**src/rtl/uart_rx_os.sv**
```systemverilog
// 8N1 oversampling UART receiver: 2-flop synchronised rxd, mid-bit sampling, byte held in a valid/ack register.
// Latency rxd fall -> rx_valid is 2 + CLKS_PER_BIT/2 + 9*CLKS_PER_BIT clocks (+1); no backpressure, an unread byte is overwritten and flagged.
module uart_rx_os #(
    parameter int CLKS_PER_BIT = 16
) (
    input  logic       clk,
    input  logic       rst,
    input  logic       rxd,
    output logic [7:0] rx_data,
    output logic       rx_valid,
    input  logic       rx_ack,
    output logic       frame_err,
    output logic       overrun,
    output logic       busy
);

    localparam int CNT_W = $clog2(CLKS_PER_BIT);
    localparam logic [CNT_W-1:0] HALF_LAST = CNT_W'(CLKS_PER_BIT / 2 - 1);
    localparam logic [CNT_W-1:0] FULL_LAST = CNT_W'(CLKS_PER_BIT - 1);

    typedef enum logic [1:0] {
        IDLE  = 2'd0,
        START = 2'd1,
        DATA  = 2'd2,
        STOP  = 2'd3
    } state_t;

    state_t           state;
    state_t           state_nxt;
    logic             rxd_m;
    logic             rxd_s;
    logic             rxd_q;
    logic [CNT_W-1:0] cnt;
    logic [2:0]       bit_idx;
    logic [7:0]       shift_reg;
    logic             fall;
    logic             half_tick;
    logic             full_tick;
    logic             cnt_clr;
    logic             sample_bit;
    logic             deliver;
    logic             stop_bad;

    // Sync flops reset to the idle level so leaving reset never looks like a start edge.
    always_ff @(posedge clk or posedge rst) begin
        if (rst) begin
            rxd_m <= 1'b1;
            rxd_s <= 1'b1;
            rxd_q <= 1'b1;
        end else begin
            rxd_m <= rxd;
            rxd_s <= rxd_m;
            rxd_q <= rxd_s;
        end
    end

    assign fall      = rxd_q & ~rxd_s;
    assign half_tick = (cnt == HALF_LAST);
    assign full_tick = (cnt == FULL_LAST);

    always_ff @(posedge clk or posedge rst) begin
        if (rst) begin
            state <= IDLE;
        end else begin
            state <= state_nxt;
        end
    end

    always_comb begin
        state_nxt = state;
        case (state)
            IDLE: begin
                if (fall) begin
                    state_nxt = START;
                end
            end
            START: begin
                if (half_tick) begin
                    state_nxt = rxd_s ? IDLE : DATA;
                end
            end
            DATA: begin
                if (full_tick && (bit_idx == 3'd7)) begin
                    state_nxt = STOP;
                end
            end
            STOP: begin
                if (full_tick) begin
                    state_nxt = IDLE;
                end
            end
            default: state_nxt = IDLE;
        endcase
    end

    always_comb begin
        busy       = 1'b0;
        cnt_clr    = 1'b0;
        sample_bit = 1'b0;
        deliver    = 1'b0;
        stop_bad   = 1'b0;
        case (state)
            IDLE: begin
                cnt_clr = 1'b1;
            end
            START: begin
                busy    = 1'b1;
                cnt_clr = half_tick;
            end
            DATA: begin
                busy       = 1'b1;
                cnt_clr    = full_tick;
                sample_bit = full_tick;
            end
            STOP: begin
                busy     = 1'b1;
                cnt_clr  = full_tick;
                deliver  = full_tick & rxd_s;
                stop_bad = full_tick & ~rxd_s;
            end
            default: begin
                cnt_clr = 1'b1;
            end
        endcase
    end

    // Counter restarts on every sample, so START aligns all later samples to mid-bit.
    always_ff @(posedge clk or posedge rst) begin
        if (rst) begin
            cnt <= '0;
        end else if (cnt_clr) begin
            cnt <= '0;
        end else begin
            cnt <= cnt + CNT_W'(1);
        end
    end

    always_ff @(posedge clk or posedge rst) begin
        if (rst) begin
            bit_idx   <= 3'd0;
            shift_reg <= 8'h00;
        end else begin
            if (state != DATA) begin
                bit_idx <= 3'd0;
            end else if (sample_bit) begin
                bit_idx <= bit_idx + 3'd1;
            end
            if (sample_bit) begin
                shift_reg <= {rxd_s, shift_reg[7:1]};
            end
        end
    end

    // A new byte always wins over a same-cycle ack; overrun only when the old byte was never taken.
    always_ff @(posedge clk or posedge rst) begin
        if (rst) begin
            rx_data   <= 8'h00;
            rx_valid  <= 1'b0;
            frame_err <= 1'b0;
            overrun   <= 1'b0;
        end else begin
            frame_err <= stop_bad;
            overrun   <= deliver & rx_valid & ~rx_ack;
            if (deliver) begin
                rx_data  <= shift_reg;
                rx_valid <= 1'b1;
            end else if (rx_ack && rx_valid) begin
                rx_valid <= 1'b0;
            end
        end
    end

endmodule

```
**config.mk**
```make
export PLATFORM = sky130hd
export DESIGN_NAME = uart_rx_os
export DESIGN_NICKNAME = d
export VERILOG_FILES = /design/src/rtl/uart_rx_os.sv
export SDC_FILE = /design/constraint.sdc
export NUM_CORES = 1
export LEC_CHECK = 0
export ABC_AREA = 1
export ABC_CLOCK_PERIOD_IN_PS = 2700
export CAP_MARGIN = 20
export CORE_AREA = 2 2 49 86
export DETAILED_ROUTE_END_ITERATION = 10
export DIE_AREA = 0 0 51 88
export PLACE_DENSITY = 0.51
export SKIP_CTS_REPAIR_TIMING = 1
export SYNTH_ARGS = -nofsm -noshare
export SYNTH_HDL_FRONTEND = slang
export SYNTH_SLANG_ARGS = --single-unit
```
**constraint.sdc**
```tcl
create_clock -name clk -period 2.7 [get_ports clk]
set_input_delay 0.54 -clock clk [delete_from_list [all_inputs] [get_ports clk]]
set_output_delay 0.54 -clock clk [all_outputs]
set_load 0.03 [all_outputs]
```
# Word-level counts from Yosys, hierarchy flattened
# Index checks and enable logic that the tools add are counted.
[totals]
in_bits = 4
register_bits = 31
wordCells = 55
out_inout_bits = 12
[op_classes]
mux = 16
addsub = 2
n_reduce_logical = 8
n_eq_ne = 11
bitwise = 7
[op_table]
columns = ["op", "count"]
rows = [
  ["2-to-1 mux 2 bit", 5],
  ["!= test 2 bit, second input constant", 5],
  ["one-hot mux 2 bit (4 select lines)", 1],
  ["2-to-1 mux 1 bit", 6],
  ["2-to-1 mux 3 bit", 2],
  ["AND 1 bit", 5],
  ["adder 4 x 1 -> 4 bit, second input constant", 1],
  ["== test 2 bit, second input constant", 2],
  ["== test 4 x 3 -> 1 bit, second input constant", 1],
  ["== test 4 bit, second input constant", 1],
  ["2-to-1 mux 4 bit", 1],
  ["AND reduction 4 bit", 1],
  ["nonzero test 2 bit", 2],
  ["adder 3 x 1 -> 3 bit, second input constant", 1],
  ["== test 3 bit, second input constant", 1],
  ["one-hot mux 1 bit (3 select lines)", 1],
  ["OR reduction 3 bit", 1],
  ["== test 2 x 1 -> 1 bit, second input constant", 1],
  ["logical AND 1 bit", 2],
  ["zero test 2 bit", 1],
  ["inverter 1 bit", 2],
  ["OR reduction 2 bit", 1],
]

# Depth between registers and ports, before layout
# Gate-level depths: netlist (run 1).
[logic_depth]
ltp_word = 5
ltp_mapped = 9
mapped_depth_nobuf = 9

# Worst setup path before layout (run 1)
# No wires, ideal clock.
[synth_path]
kind = "register -> output"
from = "register state[0]"
to = "output port busy"
path_stages_with_launch = 3
path_slack_ns = 1.376
arrival_ns = 0.784
required_time_ns = 2.160
n_path_buf = 0
cell_sequence = "dfrtp_1 -> nor2_1 -> inv_1"
[synth_between]
elab_chain_len = 3
elab_cells_between_ends = 5
classes_between = "eq/ne: 3; mux: 1; reduce/logical: 1"
[synth_rtl]
columns = ["element", "line", "text"]
rows = [
  ["from (decl)", "28", "state_t state;"],
  ["from (signal assigned)", "65", "state <= state_nxt;"],
  ["== test 2 bit or == test 2 x 1 -> 1 bit (tied branches)", "102", "case (state)"],
  ["OR reduction 3 bit (no source line) *", "--", ""],
  ["2-to-1 mux 1 bit *", "102", ""],
  ["to (decl)", "14", "output logic busy"],
]
# Mark *: on every way between the ends. The rest lies on a longest branch, timed or not.

# Worst setup path in the final report (run 1)
# Same ends and word-level chain as after synthesis.

==> results of run 1 <==
synthesized netlist by cell type:
| library cell | count |
|---|---|
| ha_1 | 3 |
| nor2_4 | 1 |
| buf_6 | 2 |
| nand3_4 | 1 |
| o21ai_0 | 2 |
| dfstp_2 | 3 |
| o21ai_2 | 17 |
| nand3_1 | 8 |
| xor2_1 | 1 |
| nand2_4 | 1 |
| inv_2 | 2 |
| inv_1 | 16 |
| dfrtp_1 | 28 |
| nor2_1 | 7 |
| nor2_2 | 1 |
| nor4_1 | 1 |
| nor3_4 | 1 |
| nand4_4 | 1 |
| inv_4 | 1 |
| nand2_1 | 32 |
worst register-to-register path, delay by kind of cell (launching register included):
family / cells / cell delay [ps]
simple gates: 3 / 630
flops: 1 / 380
fa+ha+maj: 1 / 270
buf+inv: 1 / 120
compound gates: 1 / 70
path summary, 6_finish.rpt:
check	from	endpoint	depth (start not counted)
setup / recovery	state[0]	busy	3
hold / removal	rxd_m	rxd_s	0
setup reg to reg	cnt[0]	rx_data[5]	6
hold reg to reg	rxd_m	rxd_s	0
max in group asynchronous	rst	rxd_q	3
min in group asynchronous	rst	rx_valid	2
through the flow:
stage / std cells / utilization [%] / worst slack [ps] / hold slack, ps
5_1_grt: 200 / 43.30 / 465.0 / 371.8
3_5_place_dp: 192 / 41.16 / 825.2 / 353.4
2_1_floorplan: 129 / - / 1376 / 345.2
6_report: 200 / 43.30 / 525.5 / 364.0
4_1_cts: 200 / 43.30 / 519.3 / 367.6
3_3_place_gp: 192 / 41.16 / 846.7 / 345.6
power by group:
group,internal (mW),switching (mW),total (mW)
sequential,0.502,0.0564,0.558
combinational,0.0750,0.142,0.217
clock,0.180,0.161,0.341
total,0.757,0.360,1.12
layout make-up:
class / count / area (sq um) / area share (%)
flip-flops and latches: 31 / 779.5 / 47.48
multi-input cells: 77 / 481.7 / 29.34
repair buffers: 17 / 165.2 / 10.06
clock buffers: 7 / 76.32 / 4.649
inverters: 19 / 73.82 / 4.497
well taps: 48 / 60.06 / 3.659
clock inverters: 1 / 5.005 / 0.3049
layer usage:
layer	vias up	global-route usage, %	part of all wire, %
met4	0	7.371	2.8
met5	-	0	0
met2	15	21.96	53
met1	442	13.93	40
li1	445	-	-
met3	6	3.413	3.3
cells by family after synthesis:
group	synth area share, %
xor gates and xnor gates	0.6453
buffers and inverters	7.097
AOI/OAI and AO/OA	11.70
DFF	57.42
adders and majority gates	2.765
and+or+nand+nor	20.37
==> results.toml, run 1 <==
[floorplanning]
start_util_pct = 35.81
dieArea_sq_mm = 0.004488
pin_count = 16
rows = 30
fp.coreArea_sq_mm = 0.003791
dieWidth_um = 51
die-height_um = 88

[route]
vias_per_cell = 4.540
ant_nets = 0
wirelength_mm = 2.327
first_pass_iters = 4
drt_iter0_drc = 9
remaining_drc_errors = 0
wl_per_cell_um = 11.64
vias = 908

[final_layout]
fin_area_sq_mm = 0.001642
final_cell_mix = "nand2_1, dfrtp_1, o21ai_2"
nets = 158
final_common_cell = "nand2_1"
drive_gt1_share_pct = 24.34
area_delta_synth_final_pct = 20.92
fillCellCount = 385
antenna_cells = 0

[clocking]
cts_sinks = 31
cts_buffers = 5
clkSlewWorstSetupHoldPaths_ps = 60
clock_latency_ps = 270
cts_tree = "yes"
clockBufferDepth = 2
root_buffer = "clkbuf_8"
cts_max_level = 2

[placed_design]
hpwl_mm = 1.735
io_buffer_count = 15
dpl_cell_area_sq_mm = 0.001560
place.gp.congestion = 0.7672

[sta]
final_hold_viol_count = 0
fin_crit_ps = 2174
slew_headroom_pct = 67.11
finalSetupTns_ps = 0
finalCritPeriodShare_pct = 80.54
drv_slew = 0
worst_pin_slew_ps = 492.9
rsz0062_at_grt = "no"
setup-violations-final = 0
fin_skew_ps = 3.123
max_freq_mhz = 459.9

[global_route]
grt_pass1_wl_mm = 4.243
overflow = 0
grt_usage_pct = 12.80
grt_pass1_vias = 950
grt_max_degree = 19
antenna_found_initial = 0

[critical_path]
cp.arrival_ps = 1630
endpoint_kind = "output port"
regToRegSetupSlack_ps = 1130
crit_chain = "nor2_1 -> inv_1 -> clkdlybuf4s50_1"
cp-start-kind = "flip-flop"
crit_required_ps = 2160
crit_buf_inv = 2
max_stage_delay_ps = 660
cpMaxStageDelayCell = "clkdlybuf4s50_1"
crit_type = "reg -> out"
critical_path.max_fanout = 6
crit_family = "buffers and inverters"

[logic_synthesis]
avgSynthCellArea_sq_um = 10.52
seq_area_frac_synth_pct = 57.42
synth_area_leader_cell = "dfrtp_1"
synth_warnings = 0
yosysUniqueCellTypes = 20
synth_nets = 136
synth-seq-cells = 31
yosys-top-cells-area = "dfrtp_1, o21ai_2, nand2_1, dfstp_2, inv_1"
synth_cells = 129
synth_area_sq_mm = 0.001358
netlist.area_leader.share_pct = 51.61

[power_and_ir_drop]
cellPowerDensity_mw_per_mm2 = 680.3
p_leak_nw = 0.7669
power_mw = 1.117
ir_worst_vdd_uv = 395.0

[status]
outcome = "finished clean"

[run]
cap_violations = 0

[worst_hold_path]
hp-class = "reg -> reg"
(Power assumes the default switching activity.)
==> inputs of run 2 (changes only) <==
Settings changed: ABC_CLOCK_PERIOD_IN_PS 2700 to 1850, PLACE_DENSITY 0.51 to 0.53.
Clock period 2.7 ns to 1.85 ns, I/O delays scaled along.
==> run 2 against run 1 <==
  * Final area grew 0.53%
  * Clock power increased by 47%
  * Worst hold slack got worse by 15 ps
  * Sequential share of layout area down 0.25 points
  * Critical path depth decreased by 2
  * Core utilization up 0.23 points
  * Sequential cell count stayed put
  * First-iteration DRC count is 56% higher
  * Sequential power up 39%
  * Die area is the same
  * Total power grew 48%
  * Combinational power up 77%
  * Critical path type unchanged
  * Critical endpoint is now rx_data[3]
  * Largest power group unchanged
==> results.toml, run 2 (synthesized netlist as in run 1, its figures left out) <==
[final_layout]
drive_gt1_share_pct = 24.18
antenna_cells = 0
nets = 159
fillCellCount = 354
final_common_cell = "nand2_1"
area_delta_synth_final_pct = 21.57
final_cell_mix = "nand2_1, dfrtp_1, o21ai_2"
fin_cells = 201
fin_area_sq_mm = 0.001650

[critical_path]
crit_buf_inv = 1
crit_type = "reg -> out"
reg2reg_to = "rx_data[3]"
crit_required_ps = 1480
critical_path.max_fanout = 2
cpMaxStageDelayCell = "clkdlybuf4s50_1"
rr_worst_depth = 6
endpoint_kind = "output port"
max_stage_delay_ps = 680
cp.arrival_ps = 1320
cp-startpoint = "rx_data[3]"
r2r_start = "cnt[0]"
crit_chain = "clkdlybuf4s50_1"
endpoint = "rx_data[3]"
cp_num_cells = 1
crit_family = "buffers and inverters"
regToRegSetupSlack_ps = 310
cp-start-kind = "flip-flop"

[floorplanning]
rows = 30
start_util_pct = 35.81
fp.coreArea_sq_mm = 0.003791
dieArea_sq_mm = 0.004488
pin_count = 16
die-height_um = 88
dieWidth_um = 51

[placed_design]
post-place-ws_ps = 303.7
hpwl_mm = 1.629
place.gp.congestion = 0.7495
dpl_cell_area_sq_mm = 0.001568
dp_cells = 193
io_buffer_count = 15

[sta]
postLayoutSetupSlackWorst_ps = 161.4
slew_headroom_pct = 74.72
rsz0062_at_grt = "no"
finalCritPeriodShare_pct = 91.28
worst_pin_slew_ps = 379.2
max_freq_mhz = 592.2
fin_skew_ps = 6.801
setup-violations-final = 0
fin_crit_ps = 1689
final_hold_viol_count = 0
drv_slew = 0

[global_route]
overflow = 0
grt_pass1_wl_mm = 4.181
antenna_found_initial = 0
grt_pass1_vias = 921
grt_usage_pct = 13.06
grt_max_degree = 32

[power_and_ir_drop]
clkPwrFrac_pct = 30.2
power_mw = 1.658
p_int_mw = 1.131
swShare_pct = 31.76
cellPowerDensity_mw_per_mm2 = 1004
combinationalPowerShare_pct = 23.2
ir_worst_vdd_uv = 617.2
p_switching_uw = 526.4
seqPwrFrac_pct = 46.6
p_leak_nw = 0.7775

[route]
wl_met3_um = 94
wl_per_cell_um = 11.58
top_layer_used = "met4"
wl_met1_um = 944
vias_per_cell = 4.517
vias = 908
ant_nets = 0
wirelength_mm = 2.328
remaining_drc_errors = 0
wl_met2_mm = 1.221
drt_iter0_drc = 14
first_pass_iters = 4

[clocking]
cts_buffers = 5
clock_latency_ps = 280
cts_tree = "yes"
cts_max_level = 2
root_buffer = "clkbuf_8"
clockBufferDepth = 2
cts_sinks = 31
clkSlewWorstSetupHoldPaths_ps = 60

[status]
outcome = "finished clean"

[worst_hold_path]
holdPathStages = 0
hp-class = "reg -> reg"

[run]
cap_violations = 0
run 2: cell count changes in the layout (fill, tap and decap cells not counted), sizes merged:
cell           before  now
buf                 2    3
clkbuf              7    8
clkdlybuf4s50      15   14
clkinv              1    0
dlymetal6s2s        0    1
run 2: worst min path at each step:
stage,startpoint,to,slack (ps)
after floorplan,rxd_m,rxd_s,350
after global placement,rxd_m,rxd_s,350
after detailed placement,rxd_m,rxd_s,350
after CTS,rxd_m,rxd_s,350
after global routing,rxd_m,rxd_s,360
final,rxd_m,rxd_s,350
run 2: metrics by stage:
| stage | setup TNS [ps] | utilization, % | hold WS [ps] |
|---|---|---|---|
| 4_1_cts | -7.106 | 43.47 | 353.4 |
| 2_1_floorplan | 0 | - | 345.2 |
| 6_report | 0 | 43.53 | 349.4 |
| 5_1_grt | 0 | 43.53 | 356.3 |
| 3_5_place_dp | 0 | 41.35 | 347.6 |
| 3_3_place_gp | 0 | 41.35 | 346.5 |
run 2: worst register-to-register path, stage by stage, from the launching register on:
cell and delay, ps:
dfrtp_1 370, ha_1 260, nand3_4 140, inv_4 110
nand4_4 280, nand2_1 200, o21ai_2 70
run 2: cell type report:
class	count	area (sq um)	share of cell area [%]
Clock buffer	8	80.08	4.852
Timing Repair Buffer	18	175.2	10.61
Tap cell	48	60.06	3.639
Sequential cell	31	779.5	47.23
Inverter	19	73.82	4.473
Multi-Input combinational cell	77	481.7	29.19
run 2: power groups by stage:
stage          logic (mW)  registers, mW  clock network, mW
2_1_floorplan       0.240          0.809                  0
3_3_place_gp        0.379          0.783                  0
3_5_place_dp        0.392          0.786                  0
4_1_cts             0.394          0.774              0.523
5_1_grt             0.439          0.782              0.551
6_report            0.384          0.773              0.501
run 2: layer usage:
layer / global-route usage [%] / vias to the layer above
li1: - / 453
met1: 14.29 / 432
met2: 20.78 / 17
met3: 4.949 / 6
met4: 8.600 / 0
met5: 0 / -
